`src/rtl/serial_shift_ctrl_pkg.sv`:
```
`default_nettype none
// ============================================================================
// Module   : serial_shift_ctrl_pkg
// Brief    : State encoding and default word width shared by the serial
//            shift controller and its datapath.
// Revision : 1.0
// ============================================================================
package serial_shift_ctrl_pkg;

    localparam int DEF_W = 4;

    typedef enum logic [1:0] {
        S_IDLE   = 2'd0,
        S_SHIFT  = 2'd1,
        S_PARITY = 2'd2,
        S_DONE   = 2'd3
    } state_t;

endpackage
`default_nettype wire

```
`src/rtl/shift_reg_chain.sv`:
```
`default_nettype none
// ============================================================================
// Module   : shift_reg_chain
// Brief    : W-bit parallel-load, left-shifting register; Q_msb taps the
//            stage that feeds the serial output next.
// Revision : 1.0
// ============================================================================
module shift_reg_chain
    import serial_shift_ctrl_pkg::*;
#(
    parameter int W = DEF_W
) (
    input  logic         Clock,
    input  logic         Resetn,
    input  logic         Load,
    input  logic         Shift_En,
    input  logic [W-1:0] D,
    output logic         Q_msb
);

    logic [W-1:0] r_shreg;

    always_ff @(posedge Clock or negedge Resetn) begin
        if (!Resetn) begin
            r_shreg <= '0;
        end else if (Load) begin
            r_shreg <= D;
        end else if (Shift_En) begin
            r_shreg <= r_shreg << 1;
        end
    end

    assign Q_msb = r_shreg[W-1];

endmodule
`default_nettype wire

```
`src/rtl/serial_shift_ctrl.sv`:
```
`default_nettype none
// ============================================================================
// Module   : serial_shift_ctrl
// Brief    : Captures a W-bit word on Start/Ready and serialises it MSB-first,
//            pulsing Done at frame end. Define SERIAL_PARITY_EN to append an
//            even-parity bit to every frame.
// Revision : 1.0
// ============================================================================
module serial_shift_ctrl
    import serial_shift_ctrl_pkg::*;
#(
    parameter int W = DEF_W
) (
    input  logic         Clock,
    input  logic         Resetn,
    input  logic         Start,
    input  logic [W-1:0] DataIn,
    output logic         Ready,
    output logic         Busy,
    output logic         Shift_En,
    output logic         SerOut,
    output logic         Done
);

    localparam int               CNT_W  = $clog2(W) + 1;
    localparam logic [CNT_W-1:0] C_LAST = CNT_W'(W - 1);

    state_t           r_state;
    state_t           w_state_nxt;
    logic [CNT_W-1:0] r_count;
    logic             w_load;
    logic             w_last;
    logic             w_chain_msb;
    logic             w_tail_bit;
    logic [W-1:0]     w_load_word;

    assign w_last      = (r_count == C_LAST);
    // MSB leaves on the capture edge itself, so the chain holds the rest.
    assign w_load_word = DataIn << 1;

    always_ff @(posedge Clock or negedge Resetn) begin
        if (!Resetn) begin
            r_state <= S_IDLE;
        end else begin
            r_state <= w_state_nxt;
        end
    end

    always_comb begin
        w_state_nxt = r_state;
        w_load      = 1'b0;
        Ready       = 1'b0;
        Busy        = 1'b0;
        Shift_En    = 1'b0;
        Done        = 1'b0;
        case (r_state)
            S_IDLE: begin
                Ready = 1'b1;
                if (Start) begin
                    w_load      = 1'b1;
                    w_state_nxt = S_SHIFT;
                end
            end
            S_SHIFT: begin
                Busy     = 1'b1;
                Shift_En = 1'b1;
                if (w_last) begin
`ifdef SERIAL_PARITY_EN
                    w_state_nxt = S_PARITY;
`else
                    w_state_nxt = S_DONE;
`endif
                end
            end
`ifdef SERIAL_PARITY_EN
            S_PARITY: begin
                Busy        = 1'b1;
                w_state_nxt = S_DONE;
            end
`endif
            S_DONE: begin
                Done        = 1'b1;
                w_state_nxt = S_IDLE;
            end
            default: begin
                w_state_nxt = S_IDLE;
            end
        endcase
    end

    always_ff @(posedge Clock or negedge Resetn) begin
        if (!Resetn) begin
            r_count <= '0;
        end else if (w_load) begin
            r_count <= '0;
        end else if (Shift_En) begin
            r_count <= w_last ? '0 : r_count + CNT_W'(1);
        end
    end

`ifdef SERIAL_PARITY_EN
    logic r_parity;

    always_ff @(posedge Clock or negedge Resetn) begin
        if (!Resetn) begin
            r_parity <= 1'b0;
        end else if (w_load) begin
            r_parity <= ^DataIn;
        end
    end

    assign w_tail_bit = r_parity;
`else
    assign w_tail_bit = 1'b0;
`endif

    always_ff @(posedge Clock or negedge Resetn) begin
        if (!Resetn) begin
            SerOut <= 1'b0;
        end else if (w_load) begin
            SerOut <= DataIn[W-1];
        end else if (Shift_En) begin
            SerOut <= w_last ? w_tail_bit : w_chain_msb;
        end else begin
            SerOut <= 1'b0;
        end
    end

    shift_reg_chain #(
        .W (W)
    ) u_chain (
        .Clock    (Clock),
        .Resetn   (Resetn),
        .Load     (w_load),
        .Shift_En (Shift_En),
        .D        (w_load_word),
        .Q_msb    (w_chain_msb)
    );

endmodule
`default_nettype wire

```
`config.mk`:
```
export PLATFORM = sky130hd
export DESIGN_NAME = serial_shift_ctrl
export DESIGN_NICKNAME = d
export VERILOG_FILES = /design/src/rtl/serial_shift_ctrl_pkg.sv /design/src/rtl/shift_reg_chain.sv /design/src/rtl/serial_shift_ctrl.sv
export SDC_FILE = /design/constraint.sdc
export NUM_CORES = 1
export LEC_CHECK = 0
export ABC_AREA = 1
export ABC_CLOCK_PERIOD_IN_PS = 900
export CAP_MARGIN = 20
export CORE_AREA = 2 2 39 41
export DETAILED_ROUTE_END_ITERATION = 10
export DIE_AREA = 0 0 41 43
export PLACE_DENSITY = 0.72
export SLEW_MARGIN = 20
export SYNTH_ARGS = -nofsm -noshare
export SYNTH_HDL_FRONTEND = slang
export SYNTH_SLANG_ARGS = --single-unit
```
`constraint.sdc`:
```
create_clock -name Clock -period 0.9 [get_ports Clock]
set_input_delay 0.18 -clock Clock [delete_from_list [all_inputs] [get_ports Clock]]
set_output_delay 0.18 -clock Clock [all_outputs]
set_load 0.1 [all_outputs]
```
==> results_tabular.tex <==
\begin{tabular}{lr}
\hline
Metric & Value \\
\hline
\multicolumn{2}{l}{\textbf{Final layout}} \\
\quad Relative area change from synthesis to final layout & 79.9\% \\
\quad Antenna fix cells & 0 \\
\quad Layout cell share with drive strength beyond 1 & a little under half \\
\quad Cell area after layout & between 700 and 800 um2 \\
\quad Count of nets after finishing & approximately 80 \\
\quad Most frequent cells in the layout & nand2\_1, nand3\_1, clkdlybuf4s50\_1, buf\_12, dfrtp\_1 \\
\quad Commonest non-fill, non-tap cell in the layout & nand2\_1 \\
\multicolumn{2}{l}{\textbf{Critical path}} \\
\quad Reg-to-Reg Start & r\_state[1] \\
\quad Maximum fanout encountered on the critical timing path & 3 \\
\quad Critical-path cell with the highest stage delay & dfrtp\_2 \\
\quad Nature of the critical path endpoint & primary output \\
\quad Highest cell delay on the worst timing path & roughly 450 ps \\
\quad Data arrival time of the worst path & between 1000 and 1500 ps \\
\quad Number of cells on the worst reg-to-reg path & 7 \\
\quad Terminus of the critical flop-to-flop path & r\_count[2] \\
\quad Element type at the critical path start & flip-flop \\
\quad Type of the worst setup path & reg2out \\
\quad Critical path cell sequence & inv\_4, nand2\_8, inv\_12, buf\_12 \\
\quad Critical path required time & just over 700 ps \\
\quad Register-to-register setup slack & -340 ps \\
\multicolumn{2}{l}{\textbf{Clock tree}} \\
\quad CTS root buf & clkbuf\_4 \\
\quad Clock sink count & 9 \\
\quad Number of hold buffers added after CTS & 0 \\
\quad H-Tree Level Count & 1 \\
\quad Register clock-pin slew on the reported worst setup and hold paths & roughly 70 ps \\
\quad Worst-skew pair later-pin latency & approximately 270 ps \\
\quad CTS tree & yes \\
\quad Clock Tree Buf Depth & 2 \\
\quad Inserted Clock Buffers & 3 \\
\multicolumn{2}{l}{\textbf{Status}} \\
\quad Violations in the final reports & negative setup slack \\
\quad Status & finished with violations \\
\multicolumn{2}{l}{\textbf{Synth}} \\
\quad Synthesized netlist cell count & 52 \\
\quad Share of the yosys chip area belonging to registers & a little over half \\
\quad Number of synthesized register bits & 9 \\
\quad Cell variety after synth & 12 \\
\quad Dominant cells by area after synthesis & dfrtp\_1, nand2\_1, nand3\_1 \\
\quad Post-synth net total & 60 \\
\quad Syn. warnings & 0 \\
\quad Synth top area share & 52.3\% \\
\quad Combined area of all synthesized cells & about 430 um2 \\
\quad Leading area contributor after synthesis & dfrtp\_1 \\
\quad Average cell area after synthesis & between 8 and 9 um2 \\
\multicolumn{2}{l}{\textbf{Global route}} \\
\quad Maximum number of pins on one net before global-route repair & 10 \\
\quad Sum of overflow across all layers after global routing & 0 \\
\quad Global Route Usage Sum & 15.9\% \\
\quad Antenna violations before repair & 0 \\
\quad Global-route wire length before repair & around 1.8 mm \\
\quad Number of global-route vias before repair & roughly 450 \\
\multicolumn{2}{l}{\textbf{Placed design}} \\
\quad DP Wirelength & approximately 690 um \\
\quad Final estimated routing congestion in global placement & 0.764 \\
\quad Area after detailed placement & 672 um2 \\
\quad Number of buffers inserted by port buffering & 11 \\
\multicolumn{2}{l}{\textbf{STA}} \\
\quad Max-slew headroom & between 80\% and 90\% \\
\quad Final count of negative-setup-slack endpoints & 14 \\
\quad Number of max-slew violations in the final report & 0 \\
\quad Slew at the pin with the worst max-slew slack & 272 ps \\
\quad Unrepaired setup endpoints after global routing & yes \\
\quad Highest achievable clock rate & 0.773 GHz \\
\quad Final hold violations & 0 \\
\quad Minimum setup slack in the final design & -393 ps \\
\quad Final period utilization & 144\% \\
\quad Clock skew after layout & around 9.1 ps \\
\quad Minimum clock period & 1290 ps \\
\multicolumn{2}{l}{\textbf{Floorplan}} \\
\quad Initial Utilization & between 30\% and 40\% \\
\quad Horizontal extent of the die & between 40 and 50 um \\
\quad Die Span Y & between 40 and 50 um \\
\quad Top-Level Pins & 12 \\
\quad Standard-cell rows & 14 \\
\quad Area of the core & 1380 um2 \\
\quad Die ar. & 1760 um2 \\
\multicolumn{2}{l}{\textbf{Route}} \\
\quad Antenna Violating Nets Remaining & 0 \\
\quad Via/cell ratio & 4.76 \\
\quad Per-cell routed wire length & about 12 um \\
\quad Number of iterations in the first detailed-routing pass & 4 \\
\quad Remaining DRCs & 0 \\
\quad WL final & between 1 and 1.5 mm \\
\quad Drt initial violations & 5 \\
\quad Via count & approximately 420 \\
\multicolumn{2}{l}{\textbf{Flow run}} \\
\quad Max-cap check violation count & 0 \\
\multicolumn{2}{l}{\textbf{Worst hold path}} \\
\quad Hold crit path type & in2async \\
\hline
\end{tabular}
==> cell families (layout without fill, tap and decap cells) <==
logic type	count (synthesis)	count (layout)	share of synthesized area, %
simple gates	34	34	36.9
flops	9	9	52.3
buf+inv	8	29	7.85
fa+ha+maj	1	1	2.91
==> Yosys cell counts, drive strengths merged <==
cell type,n
nand3,9
ha,1
nand2,19
nor2,6
inv,7
buf,1
dfrtp,9
==> area by class of cell <==
| class | instances | area (um2) |
|---|---|---|
| repair buffers | 18 | 236 |
| well taps | 16 | 20.0 |
| flip-flops and latches | 9 | 229 |
| clock buffers | 4 | 26.3 |
| multi-input cells | 35 | 218 |
| inverters | 7 | 45.0 |
| fillers | 118 | 609 |
==> routing by layer <==
| layer | share of wire, % | global-route usage (%) | wire length [um] | vias up |
|---|---|---|---|---|
| met3 | 8.6 | 9.42 | 94 | 2 |
| li1 | - | - | - | 203 |
| met4 | 1.0 | 6.00 | 11 | 0 |
| met2 | 53 | 26.3 | 583 | 17 |
| met1 | 37 | 15.3 | 408 | 202 |
| met5 | 0 | 0 | 0 | - |
==> critical path, delay by kind of cell, from the launching register on <==
family	cells	cell delay, ps
flip-flops	1	450
AND/OR/NAND/NOR	1	70
buffers and inverters	3	330
==> how the worst max path moves through the flow <==
stage / start / endpoint / slack (ps) / depth (start not counted)
3_3_place_gp: Start / u_chain.r_shreg[3] / -270 / 4
2_1_floorplan: r_state[0] / u_chain.r_shreg[2] / -430 / 4
5_1_grt: r_state[1] / Busy / -440 / 4
6_report: r_state[1] / Busy / -390 / 4
3_5_place_dp: Start / u_chain.r_shreg[3] / -290 / 4
4_1_cts: r_state[1] / Busy / -430 / 4
==> state kept, by name, summed over array words and instances (netlist names) <==
register         count
u_chain.r_shreg      3
r_count              3
r_state              2
SerOut               1
==> what timing repair did <==
item,4_1_cts,5_1_grt
setup buffers,3,1
hold endpoints to repair,0,0
endpoints found under the setup margin,14,14
gates resized for setup,7,6
pin swaps,3,3
==> per-stage QoR <==
step	hold slack, ps	setup TNS [ps]	instances	util, %	setup slack, ps
after detailed placement	490	-2340	81	48.6	-287
after global placement	487	-2250	81	48.6	-268
after global routing	225	-4770	89	56.0	-444
final	225	-4090	89	56.0	-393
after floorplan	-116	-2790	52	-	-431
after CTS	220	-3700	88	54.1	-425
Power is left out: the tool's default activity adds up to more than one toggle a clock period on the data nets, which glitch-free logic cannot reach.
